<file path="config.mk">
export PLATFORM = sky130hd
export DESIGN_NAME = hazard_scoreboard
export DESIGN_NICKNAME = d
export VERILOG_FILES = /design/src/rtl/hazard_pkg.sv /design/src/rtl/hazard_src_check.sv /design/src/rtl/hazard_scoreboard.sv
export SDC_FILE = /design/constraint.sdc
export NUM_CORES = 1
export LEC_CHECK = 0
export ABC_AREA = 1
export ABC_CLOCK_PERIOD_IN_PS = 13200
export CORE_MARGIN = 5
export CORE_UTILIZATION = 55
export DETAILED_ROUTE_END_ITERATION = 16
export PLACE_DENSITY = 0.78
export SYNTH_ARGS = -nofsm -noshare
export SYNTH_HDL_FRONTEND = slang
export SYNTH_HIERARCHICAL = 1
export SYNTH_SLANG_ARGS = --single-unit
</file>
<file path="constraint.sdc">
create_clock -name clk -period 13.2 [get_ports clk]
set_clock_uncertainty 0.2 [all_clocks]
set_input_delay 3.96 -clock clk [delete_from_list [all_inputs] [get_ports clk]]
set_output_delay 3.96 -clock clk [all_outputs]
set_load 0.1 [all_outputs]
</file>
<file path="src/rtl/hazard_pkg.sv">
// Shared constants for the hazard/bypass scoreboard and the decode logic that
// drives it. Select value 0 means "read the regfile"; any nonzero select k
// means "forward from the slot-k pipeline register" (1 = E ... DEPTH = W).
package hazard_pkg;

  localparam int SEL_RF = 0;

  // Slot index by whose end a result is available.
  localparam int RDY_ALU  = 1;
  localparam int RDY_LOAD = 2;

  // Opcodes decode uses to derive issue_rdy (load/jal/jalr) and src_late (store).
  localparam logic [6:0] LOAD  = 7'b0000011;
  localparam logic [6:0] STORE = 7'b0100011;
  localparam logic [6:0] JAL   = 7'b1101111;
  localparam logic [6:0] JALR  = 7'b1100111;

  // Out-of-range readiness (0 or beyond the last slot) means "only at writeback".
  function automatic int norm_rdy(input int rdy, input int depth);
    return (rdy == 0 || rdy > depth) ? depth : rdy;
  endfunction

endpackage

</file>
<file path="src/rtl/hazard_src_check.sv">
// Per-source hazard check: finds the youngest in-flight writer of this source,
// decides forward-vs-stall from its readiness, and adds the long-latency hit.
module hazard_src_check
  import hazard_pkg::*;
#(
  parameter int DEPTH = 3,
  parameter int AW    = 5,
  parameter int RW    = 2,
  parameter int SW    = 2
) (
  input  logic                       src_valid,
  input  logic [AW-1:0]              src_addr,
  input  logic                       src_late,
  input  logic [DEPTH-1:0]           slot_vld,
  input  logic [DEPTH-1:0][AW-1:0]   slot_rd,
  input  logic [DEPTH-1:0][RW-1:0]   slot_rdy,
  input  logic                       mc_busy,
  input  logic [AW-1:0]              mc_rd,
  output logic [SW-1:0]              sel,
  output logic                       stall
);

  int hit_k;
  int hit_rdy;
  int t;

  // Youngest match wins: scan oldest to youngest so the lowest slot overwrites.
  always_comb begin
    hit_k   = 0;
    hit_rdy = 0;
    t       = 0;
    sel     = SW'(SEL_RF);
    stall   = 1'b0;
    if (src_valid && src_addr != '0) begin
      for (int k = DEPTH - 1; k >= 0; k--) begin
        if (slot_vld[k] && slot_rd[k] == src_addr) begin
          hit_k   = k + 1;
          hit_rdy = int'(slot_rdy[k]);
        end
      end
      if (hit_k == DEPTH) begin
        // Regfile is being written this cycle without write-through.
        stall = 1'b1;
      end else if (hit_k != 0) begin
        t = hit_k + 1;
        if (src_late && hit_k + 2 <= DEPTH) t = t + 1;
        if (hit_rdy <= t - 1) sel = SW'(t);
        else                  stall = 1'b1;
      end
      if (mc_busy && mc_rd == src_addr) stall = 1'b1;
    end
  end

endmodule

</file>
<file path="src/rtl/hazard_scoreboard.sv">
// Hazard and bypass controller beside decode: tracks in-flight writers over
// DEPTH post-decode slots plus one long-latency unit, and produces per-source
// forwarding selects and a single decode stall.
// Optional: HAZARD_SCOREBOARD_PERF_EN adds a 32-bit stall_cycles counter port.
module hazard_scoreboard
  import hazard_pkg::*;
#(
  parameter int NUM_SRC = 2,
  parameter int DEPTH   = 3,
  parameter int AW      = 5,
  parameter int RW      = 2,
  parameter int SW      = 2
) (
  input  logic                  clk,
  input  logic                  rst_n,
  input  logic                  issue_valid,
  input  logic                  issue_wr,
  input  logic [AW-1:0]         issue_rd,
  input  logic [RW-1:0]         issue_rdy,
  input  logic [NUM_SRC-1:0]    src_valid,
  input  logic [NUM_SRC*AW-1:0] src_addr,
  input  logic [NUM_SRC-1:0]    src_late,
  input  logic                  flush,
  input  logic                  mc_issue,
  input  logic                  mc_done,
  output logic                  stall,
  output logic [NUM_SRC*SW-1:0] src_sel,
  output logic                  mc_busy
`ifdef HAZARD_SCOREBOARD_PERF_EN
  ,
  output logic [31:0]           stall_cycles
`endif
);

  logic [DEPTH-1:0]           slot_vld_q, slot_vld_d;
  logic [DEPTH-1:0][AW-1:0]   slot_rd_q,  slot_rd_d;
  logic [DEPTH-1:0][RW-1:0]   slot_rdy_q, slot_rdy_d;
  logic                       mc_busy_q,  mc_busy_d;
  logic [AW-1:0]              mc_rd_q,    mc_rd_d;

  logic [NUM_SRC-1:0]         src_stall;
  logic [NUM_SRC-1:0][SW-1:0] src_sel_raw;
  logic                       mc_conflict;
  logic                       slot_load;
  logic                       mc_accept;

  for (genvar i = 0; i < NUM_SRC; i++) begin : g_src
    hazard_src_check #(.DEPTH(DEPTH), .AW(AW), .RW(RW), .SW(SW)) u_chk (
      .src_valid (src_valid[i]),
      .src_addr  (src_addr[i*AW +: AW]),
      .src_late  (src_late[i]),
      .slot_vld  (slot_vld_q),
      .slot_rd   (slot_rd_q),
      .slot_rdy  (slot_rdy_q),
      .mc_busy   (mc_busy_q),
      .mc_rd     (mc_rd_q),
      .sel       (src_sel_raw[i]),
      .stall     (src_stall[i])
    );
  end

  // Stall merge; selects are only meaningful when decode actually advances.
  always_comb begin
    mc_conflict = issue_valid && mc_issue && mc_busy_q && !mc_done;
    stall       = (|src_stall) || mc_conflict;
    src_sel     = stall ? '0 : src_sel_raw;
    slot_load   = issue_valid && issue_wr && issue_rd != '0 && !mc_issue && !stall && !flush;
    mc_accept   = issue_valid && mc_issue && !stall && !flush;
  end

  // Next slot state: shift toward W, slot 1 takes the decode writer or a bubble.
  always_comb begin
    slot_vld_d    = '0;
    slot_rd_d     = '0;
    slot_rdy_d    = '0;
    slot_vld_d[0] = slot_load;
    slot_rd_d[0]  = issue_rd;
    slot_rdy_d[0] = RW'(norm_rdy(int'(issue_rdy), DEPTH));
    for (int k = 1; k < DEPTH; k++) begin
      slot_vld_d[k] = slot_vld_q[k-1];
      slot_rd_d[k]  = slot_rd_q[k-1];
      slot_rdy_d[k] = slot_rdy_q[k-1];
    end
  end

  // Long-latency tracker: a new accepted issue overrides a same-cycle completion.
  always_comb begin
    mc_busy_d = mc_busy_q;
    mc_rd_d   = mc_rd_q;
    if (mc_accept) begin
      mc_busy_d = 1'b1;
      mc_rd_d   = issue_rd;
    end else if (mc_done) begin
      mc_busy_d = 1'b0;
    end
  end

  // State registers.
  always_ff @(posedge clk or negedge rst_n) begin
    if (!rst_n) begin
      slot_vld_q <= '0;
      slot_rd_q  <= '0;
      slot_rdy_q <= '0;
      mc_busy_q  <= 1'b0;
      mc_rd_q    <= '0;
    end else begin
      slot_vld_q <= slot_vld_d;
      slot_rd_q  <= slot_rd_d;
      slot_rdy_q <= slot_rdy_d;
      mc_busy_q  <= mc_busy_d;
      mc_rd_q    <= mc_rd_d;
    end
  end

  assign mc_busy = mc_busy_q;

`ifdef HAZARD_SCOREBOARD_PERF_EN
  logic [31:0] stall_cnt_q, stall_cnt_d;

  // Count stalled cycles, wrapping naturally at 32 bits.
  always_comb begin
    stall_cnt_d = stall ? stall_cnt_q + 32'd1 : stall_cnt_q;
  end

  // Perf counter register.
  always_ff @(posedge clk or negedge rst_n) begin
    if (!rst_n) stall_cnt_q <= '0;
    else        stall_cnt_q <= stall_cnt_d;
  end

  assign stall_cycles = stall_cnt_q;
`endif

endmodule
</file>
==> flow_metrics.py <==
metrics = {
    "flow_run": {
        "cap_viol_max_count": 0,
    },
    "floorplan": {
        "pin_count": 34,
        "initial_utilization_pct": 56.5,
        "row_count": 24,
        "core_area_sq_um": 4350,
        "die-height_um": 76.9,
        "dieWidth_um": 76.9,
        "die_area_sq_um": 5910,
    },
    "power_and_ir_drop": {
        "power_density_nw_per_um2": 80.4,
        "peakVddDrop_mv": 0.0629,
        "p_leak_nw": 1.60,
    },
    "final_layout": {
        "multi_input_area_sq_um": 1500,
        "ff_latch_area_sq_um": 751,
        "fin_nets": 438,
        "n_antenna_cell": 0,
        "fill_cells": 396,
        "area_growth_pct": 19.7,
        "drive_above_1_share_pct": 16.7,
    },
    "synthesis": {
        "synth_warnings": 6,
        "synth_top_family_by_area": "simple AND/OR/NAND/NOR gates",
        "synthXorXnorAreaFrac_pct": 4.89,
        "synth.yosys.seq_area_share_pct": 30.5,
        "synthesis.nets": 397,
        "muxShareOfSynthArea_pct": 0,
        "syn_area_sq_um": 2460,
        "synth_top_cell_by_area": "dfrtp_1",
        "synth_cell_types": 29,
        "syn_avg_cell_area_sq_um": 6.96,
        "yosys.area.top_type_share_pct": 30.5,
        "synth_compound_gate_area_share_pct": 6.21,
        "yosys.area_share.simple_pct": 41.8,
        "synth_adder_area_share_pct": 8.14,
        "synth_seq_cells": 30,
        "yosys-top-cells-area": "dfrtp_1 (31%), nand2_1 (15%), ha_1 (8.1%), nor2_1 (7.2%), inv_1 (6.6%)",
        "synthCells": 353,
    },
    "grt": {
        "grt_overflow": 0,
        "antenna_found_initial": 0,
        "grt_max_degree": 31,
        "grt_pass1_wl_mm": 9.87,
        "grt_usage_pct": 20.2,
        "grt_pass1_vias": 2184,
    },
    "routing": {
        "wl_mm": 5.67,
        "drtPass1Iterations": 4,
        "drt.antenna.violating_nets": 0,
        "drt-initial-drc-count": 159,
        "routed_via_density": 5.14,
        "drc_errors": 0,
        "wl_per_cell_um": 12.7,
        "num_vias": 2297,
    },
    "sta": {
        "slew_viol_final": 0,
        "fin_crit_sh_pct": 90.9,
        "tns_ns": 0,
        "slew_headroom_pct": 34.8,
        "worst_pin_slew_ns": 0.975,
        "holdWs_ns": 0.201,
        "rsz0062_at_grt": "false",
        "worst_slack_ns": 1.20,
        "hold_viol": 0,
        "max_freq_mhz": 83.3,
        "setup_viol": 0,
        "period_needed_ns": 12.00,
    },
    "worst_setup_path": {
        "rrSetupSlack_ns": 9.51,
        "crit_fanout": 8,
        "critPathArrivalTime_ns": 7.84,
        "required_ns": 9.04,
        "start_kind": "input port",
        "crit_type": "in2out",
        "setup.worst_path.end_class": "output port",
    },
    "clock_network": {
        "post_cts_buffers": 0,
        "holdBufCountCts": 0,
        "cts_buffer_depth": 2,
        "cts-buffers-inserted": 5,
        "clk-insertion-delay-late_ns": 0.28,
        "clockRootBuffer": "clkbuf_8",
        "ctsResizeCount": 0,
        "htreeDepth": 2,
        "cts_tree": "built",
        "clk_pin_slew_ns": 0.07,
        "clock-sinks": 30,
    },
    "hold_path": {
        "hp-class": "reg2reg",
    },
    "placed_design": {
        "portBuffers": 33,
        "dp_hpwl_mm": 4.67,
        "gp_congestion": 0.851,
        "pre_cts_slack_ns": 1.22,
    },
    "status": {
        "status": "complete, no violations",
    },
}
sequential cells by signal (all words and copies together), names as in the netlist:
| register | flops |
|---|---|
| mc_busy | 1 |
| mc_rd_q | 5 |
| slot_rd_d | 10 |
| slot_rd_q | 5 |
| slot_rdy_d | 4 |
| slot_rdy_q | 2 |
| slot_vld_q | 3 |
Yosys cell counts:
library cell and instances:
nor4_1 2, nand2_2 15, nand2_4 2, a211oi_1 2
nor2_1 47, or2_2 1, nor2_8 1, xor2_2 2
a22o_1 2, inv_1 43, dfrtp_1 30, a21oi_1 12
nor3_1 2, nand2_1 100, nor2_2 8, a22oi_1 2
o21ai_1 2, inv_2 12, or2_1 2, nand3_2 8
xor2_1 10, nand4_1 9, o21ai_0 7, and2_1 2
ha_1 16, nand3b_1 2, nand3_1 9, nor2_4 2
nand3_4 1
kinds of logic after synthesis:
logic type / Yosys count
adder cells (fa/ha/maj): 16
AND/OR/NAND/NOR: 213
AO/OA/AOI/OAI: 27
flip-flops: 30
buffers and inverters: 55
XOR/XNOR: 12
cell type report:
cell class | instances | area share [%]
Multi-Input combinational cell | 268 | 51.0
Sequential cell | 30 | 25.5
Tap cell | 52 | 2.21
Timing Repair Buffer | 34 | 11.0
Clock inverter | 2 | 0.425
Clock buffer | 6 | 2.80
Inverter | 55 | 7.01
power by group:
part	switching, mW	internal, mW
sequential	0.00805	0.0985
combinational	0.0306	0.0225
clock	0.0352	0.0418
layer usage:
metal | GRT usage, % | vias to the layer above | wire [um]
li1 | - | 1185 | -
met1 | 27.1 | 1053 | 2590
met2 | 33.3 | 57 | 2730
met3 | 4.33 | 2 | 319
met4 | 4.20 | 0 | 25
met5 | 0 | - | 0
path summary, 6_finish.rpt:
| path | start | end | cells past startpoint |
|---|---|---|---|
| max | src_addr[1] | src_sel[0] | 24 |
| min reg2reg | slot_vld_q[0] | slot_vld_q[1] | 0 |
| max reg2reg | slot_rd_d[6] | mc_rd_q[1] | 22 |
| min in group asynchronous | rst_n | slot_vld_q[1] | 2 |
| max in group asynchronous | rst_n | slot_rdy_q[5] | 2 |
| min | slot_vld_q[0] | slot_vld_q[1] | 0 |
placed cells by master, fill, tap and decap left out, types with 2 or more instances in the layout:
| master | count |
|---|---|
| a211oi_1 | 2 |
| a21oi_1 | 12 |
| a22o_1 | 2 |
| a22oi_1 | 2 |
| and2_1 | 2 |
| buf_4 | 6 |
| clkbuf_8 | 6 |
| clkdlybuf4s50_1 | 28 |
| dfrtp_1 | 30 |
| ha_1 | 16 |
| inv_1 | 43 |
| inv_2 | 12 |
| nand2_1 | 100 |
| nand2_2 | 15 |
| nand2_4 | 2 |
| nand3_1 | 9 |
| nand3_2 | 8 |
| nand3b_1 | 2 |
| nand4_1 | 9 |
| nor2_1 | 47 |
| nor2_2 | 8 |
| nor2_4 | 2 |
| nor3_1 | 2 |
| nor4_1 | 2 |
| o21ai_0 | 7 |
| o21ai_1 | 2 |
| or2_1 | 2 |
| xor2_1 | 10 |
| xor2_2 | 2 |
through the flow:
step                      power (mW)  instance area, sq um  util [%]  std cells
after floorplan                0.139                  2460         -        353
after global placement         0.160                  2850      65.4        439
after detailed placement       0.161                  2850      65.4        439
after CTS                      0.238                  2940      67.6        447
after global routing           0.250                  2940      67.6        447
final                          0.237                  2940      67.6        447
worst max-delay path: stages:
cell	delay, ns
clkdlybuf4s50_1	0.52
inv_2	0.09
nand2_1	0.06
nand2_1	0.04
nor2_1	0.19
nand3_2	0.18
nand2_2	0.16
inv_1	0.09
ha_1	0.33
xor2_2	0.26
ha_1	0.28
ha_1	0.29
a21oi_1	0.16
nor2_1	0.06
nand2_1	0.06
nor2_1	0.04
nand2_2	0.08
nand2_1	0.05
nand2_1	0.05
nand2_1	0.11
nor2_8	0.19
nand2_4	0.09
nor2_1	0.16
buf_4	0.32
Power figures use the tool's default switching activity.
==> patch 1, RTL diff (same flow settings) <==
The option `HAZARD_SCOREBOARD_PERF_EN` is turned on by a define.
--- a/src/rtl/hazard_scoreboard.sv
+++ b/src/rtl/hazard_scoreboard.sv
@@ -2,6 +2,8 @@
 // DEPTH post-decode slots plus one long-latency unit, and produces per-source
 // forwarding selects and a single decode stall.
 // Optional: HAZARD_SCOREBOARD_PERF_EN adds a 32-bit stall_cycles counter port.
+`define HAZARD_SCOREBOARD_PERF_EN
+
 module hazard_scoreboard
   import hazard_pkg::*;
 #(
Check against the original RTL (old outputs only; new: stall_cycles): equivalent (equiv_simple and equiv_induct, registers matched by name and starting in step).
==> patch 1 against the original RTL <==
- final area grew 73%
- sequential cell count grew 32
- critical path depth grew 1
- non-clock buffer count grew 32
- worst setup slack gained 2.3 ps
- critical endpoint unchanged
- critical path type unchanged
- largest power group unchanged
- routed wire length grew 86%
- total power grew 100%
- area after synthesis grew 69%
==> patch 1: results (changes against the original RTL) <==
via/cell ratio: 5.186 (+0.92%)
Post-synth top cells: 173 x nand2_1, 74 x nor2_1, 62 x dfrtp_1
M2 GR Usage: 0.4071 (+0.07435)
fraction of layout cells with a size suffix above 1: 0.1343 (-0.03283)
Mapped Nets: 613 (+54%)
status: finished clean
Leakage: 2.556 nW (+60%)
crit path launch: src_addr[8]
met2 wire len: 5241 um (+92%)
Total GRT Usage: 0.2340 (+0.03225)
Power, Total: 0.0004753 W (+100%)
DP Cell Count: 731 (+67%)
Hold Startpoint: slot_vld_q[1]
sequential share of the synthesized area: 0.3733 (+0.06793)
worst reg2reg path startpoint: slot_rd_q[11]
Clk network pwr share: 0.325 (about the same)
met3 Use GR: 0.03525 (-0.008074)
clk_lat worst skew: 350 ps (+70 ps)
max reg flops: 32 (+22)
vias in the first global route: 4007 (+83%)
Worst IR Drop VDD: 0.1389 mV (+120%)
Worst slew margin: 0.3419 (-0.006092)
hpwl dp: 8210 um (+76%)
seq pwr: 0.000214 W (+100%)
routability cong.: 0.9053 (+6.4%)
Synth cell types: 33 (+14%)
H-tree Lvls: 3 (+1)
R2R depth: 26 (+18%)
WL met1: 4531 um (+75%)
port buffer count: 65 (+97%)
dpl cell area: 4902 sq um (+72%)
WL per Instance: 14.13 um (+11%)
met1 GRT Util: 0.2810 (+0.009657)
top post-synthesis cells by area: dfrtp_1 37%, nand2_1 16%, nor2_1 6.7%, inv_1 5.4%, ha_1 5.1%
syn_area_per_cell: 7.318 sq um (+5.1%)
DR iter-0 viols: 187 (+18%)
fin cells: 747 (+67%)
Layout Nets: 688 (+57%)
[patch 1: changes by cell type after synthesis, sizes merged, moves of 4 or more]
| cell | delta |
|---|---|
| dfrtp | +32 |
| inv | +19 |
| nand2 | +74 |
| nand3 | +14 |
| nand3b | +7 |
| nand4 | +4 |
| nor2 | +35 |
| nor3 | +5 |
| xnor2 | +9 |
| xor2 | +10 |
[patch 1: cell families after synthesis]
kind of cell | Yosys count | share of synthesized area
AO/OA/AOI/OAI | 30 | 0.04395
adder cells (fa/ha/maj) | 17 | 0.05117
XOR/XNOR | 31 | 0.06894
buffers and inverters | 76 | 0.07134
AND/OR/NAND/NOR | 352 | 0.3913
flip-flops | 62 | 0.3733
[patch 1: worst register-to-register path, stage by stage, from the launching register on]
cell and delay [ps]:
dfrtp_1 430, inv_1 60, nand2_1 60, nand2_1 50
nor2_1 220, nand3_1 170, nand2_1 100, nand2_2 100
inv_1 120, ha_1 270, xor2_2 240, ha_1 270
ha_1 290, a21oi_1 140, nor2_1 50, nand2_1 50
nor2_1 40, nand2_2 70, nand2_1 50, nand2_1 70
nand2_1 70, nor2_2 170, inv_1 80, nor2_2 510
nor2_1 260, nand2_1 140, xnor2_1 130
[patch 1: final cells by class]
cell class                      instances  area, sq um
Sequential cell                        62         1551
Tap cell                               99        123.9
Inverter                               74        277.8
Clock inverter                          7        58.81
Multi-Input combinational cell        430         2308
Fill cell                             663         2207
Clock buffer                            9        123.9
Timing Repair Buffer                   66        640.6
[patch 1: path summary, 6_finish.rpt]
check | endpoint | slack [ps]
setup / recovery | src_sel[0] | 1200
hold / removal | slot_vld_q[2] | 210
setup reg to reg | stall_cycles[12] | 8700
hold reg to reg | slot_vld_q[2] | 210
max in group asynchronous | stall_cycles[2] | 8710
min in group asynchronous | stall_cycles[26] | 3560
==> patch 2, RTL diff (same flow settings) <==
Without the edit above. `RW` is set to 2 in 2 places; all go to 1.
--- a/src/rtl/hazard_src_check.sv
+++ b/src/rtl/hazard_src_check.sv
@@ -5,7 +5,7 @@
 #(
   parameter int DEPTH = 3,
   parameter int AW    = 5,
-  parameter int RW    = 2,
+  parameter int RW    = 1,
   parameter int SW    = 2
 ) (
   input  logic                       src_valid,
--- a/src/rtl/hazard_scoreboard.sv
+++ b/src/rtl/hazard_scoreboard.sv
@@ -8,7 +8,7 @@
   parameter int NUM_SRC = 2,
   parameter int DEPTH   = 3,
   parameter int AW      = 5,
-  parameter int RW      = 2,
+  parameter int RW      = 1,
   parameter int SW      = 2
 ) (
   input  logic                  clk,
Interface: changed (resized issue_rdy); port bits go from 34 to 33. No check against the original RTL was run, so the function may have changed too.
==> patch 2 against the original RTL <==
- total power shrank 17%
- sequential power fell by 10%
- critical path depth is 9 lower
- routed wire length shrank 8.8%
- area after synthesis fell by 4.5%
- sequential cell count down 3
- count of clock-buffer cells in the layout is 3 lower
- final area is 5.9% lower
- worst setup slack improved by 390 ps
- hold slack gained 5.9 ps
- largest power group unchanged
==> patch 2: results (changes against the original RTL) <==
met3 Use GR: 0.02507 (-0.01826)
crit-path leading delay family: buffers and inverters
worst reg2reg path startpoint: slot_rd_q[11]
port buffer count: 31 (-6.1%)
Synth cell types: 28 (-3.4%)
nonclk inv count: 52 (-5.5%)
multi-input combinational area share: 0.5337 (+0.02368)
M2 GR Usage: 0.3528 (+0.02006)
xor/xnor share of the synthesized area: 0.05115 (+0.002290)
dpl cell area: 2719 sq um (-4.6%)
DP Cell Count: 414 (-5.7%)
area of the multi-input gates: 1478 sq um (-1.6%)
pre-CTS setup slack: 1644 ps (+424.7 ps)
fin util: 0.6824 (+0.006244)
drt total wl: 5170 um (-8.8%)
Worst IR Drop VDD: 0.06350 mV (+0.96%)
non-clk buf share: 0.1112 (+0.0006637)
#FFs+latches synth: 27 (-10%)
Critical Path AT: 7450 ps (-390 ps)
Leakage: 1.429 nW (-11%)
register area: 675.6 sq um (-10%)
CP max stage delay: 1140 ps (+620 ps)
status: finished clean
hpwl dp: 4158 um (-11%)
# fillers: 354 (-11%)
Mapped Nets: 373 (-6.0%)
Worst slew margin: 0.3511 (+0.003094)
worst hold slack: 206.9 ps (+5.937 ps)
DR iter-0 viols: 143 (-10%)
-- patch 2: changes by cell type after synthesis, sizes merged, moves of 4 or more --
| cell | change |
|---|---|
| a21oi | -8 |
| nor2 | -8 |
| nor3 | +4 |
| o21ai | +4 |
-- patch 2: worst max path at each step --
stage                     cells after the start    endpoint  slack [ps]        start
final                                        15       stall        1590  src_addr[5]
after global placement                       15       stall        1660  src_addr[1]
after detailed placement                     15       stall        1640  src_addr[6]
after floorplan                              21  src_sel[0]        1830  src_addr[3]
after global routing                         15       stall        1340  src_addr[5]
after CTS                                    15       stall        1600  src_addr[5]
-- patch 2: layer usage --
metal,part of all wire,vias to the layer above,routed length (um)
met5,0,-,0
met2,0.49,38,2508
met4,0.0099,0,51
met3,0.032,8,163
met1,0.47,947,2446
li1,-,1099,-
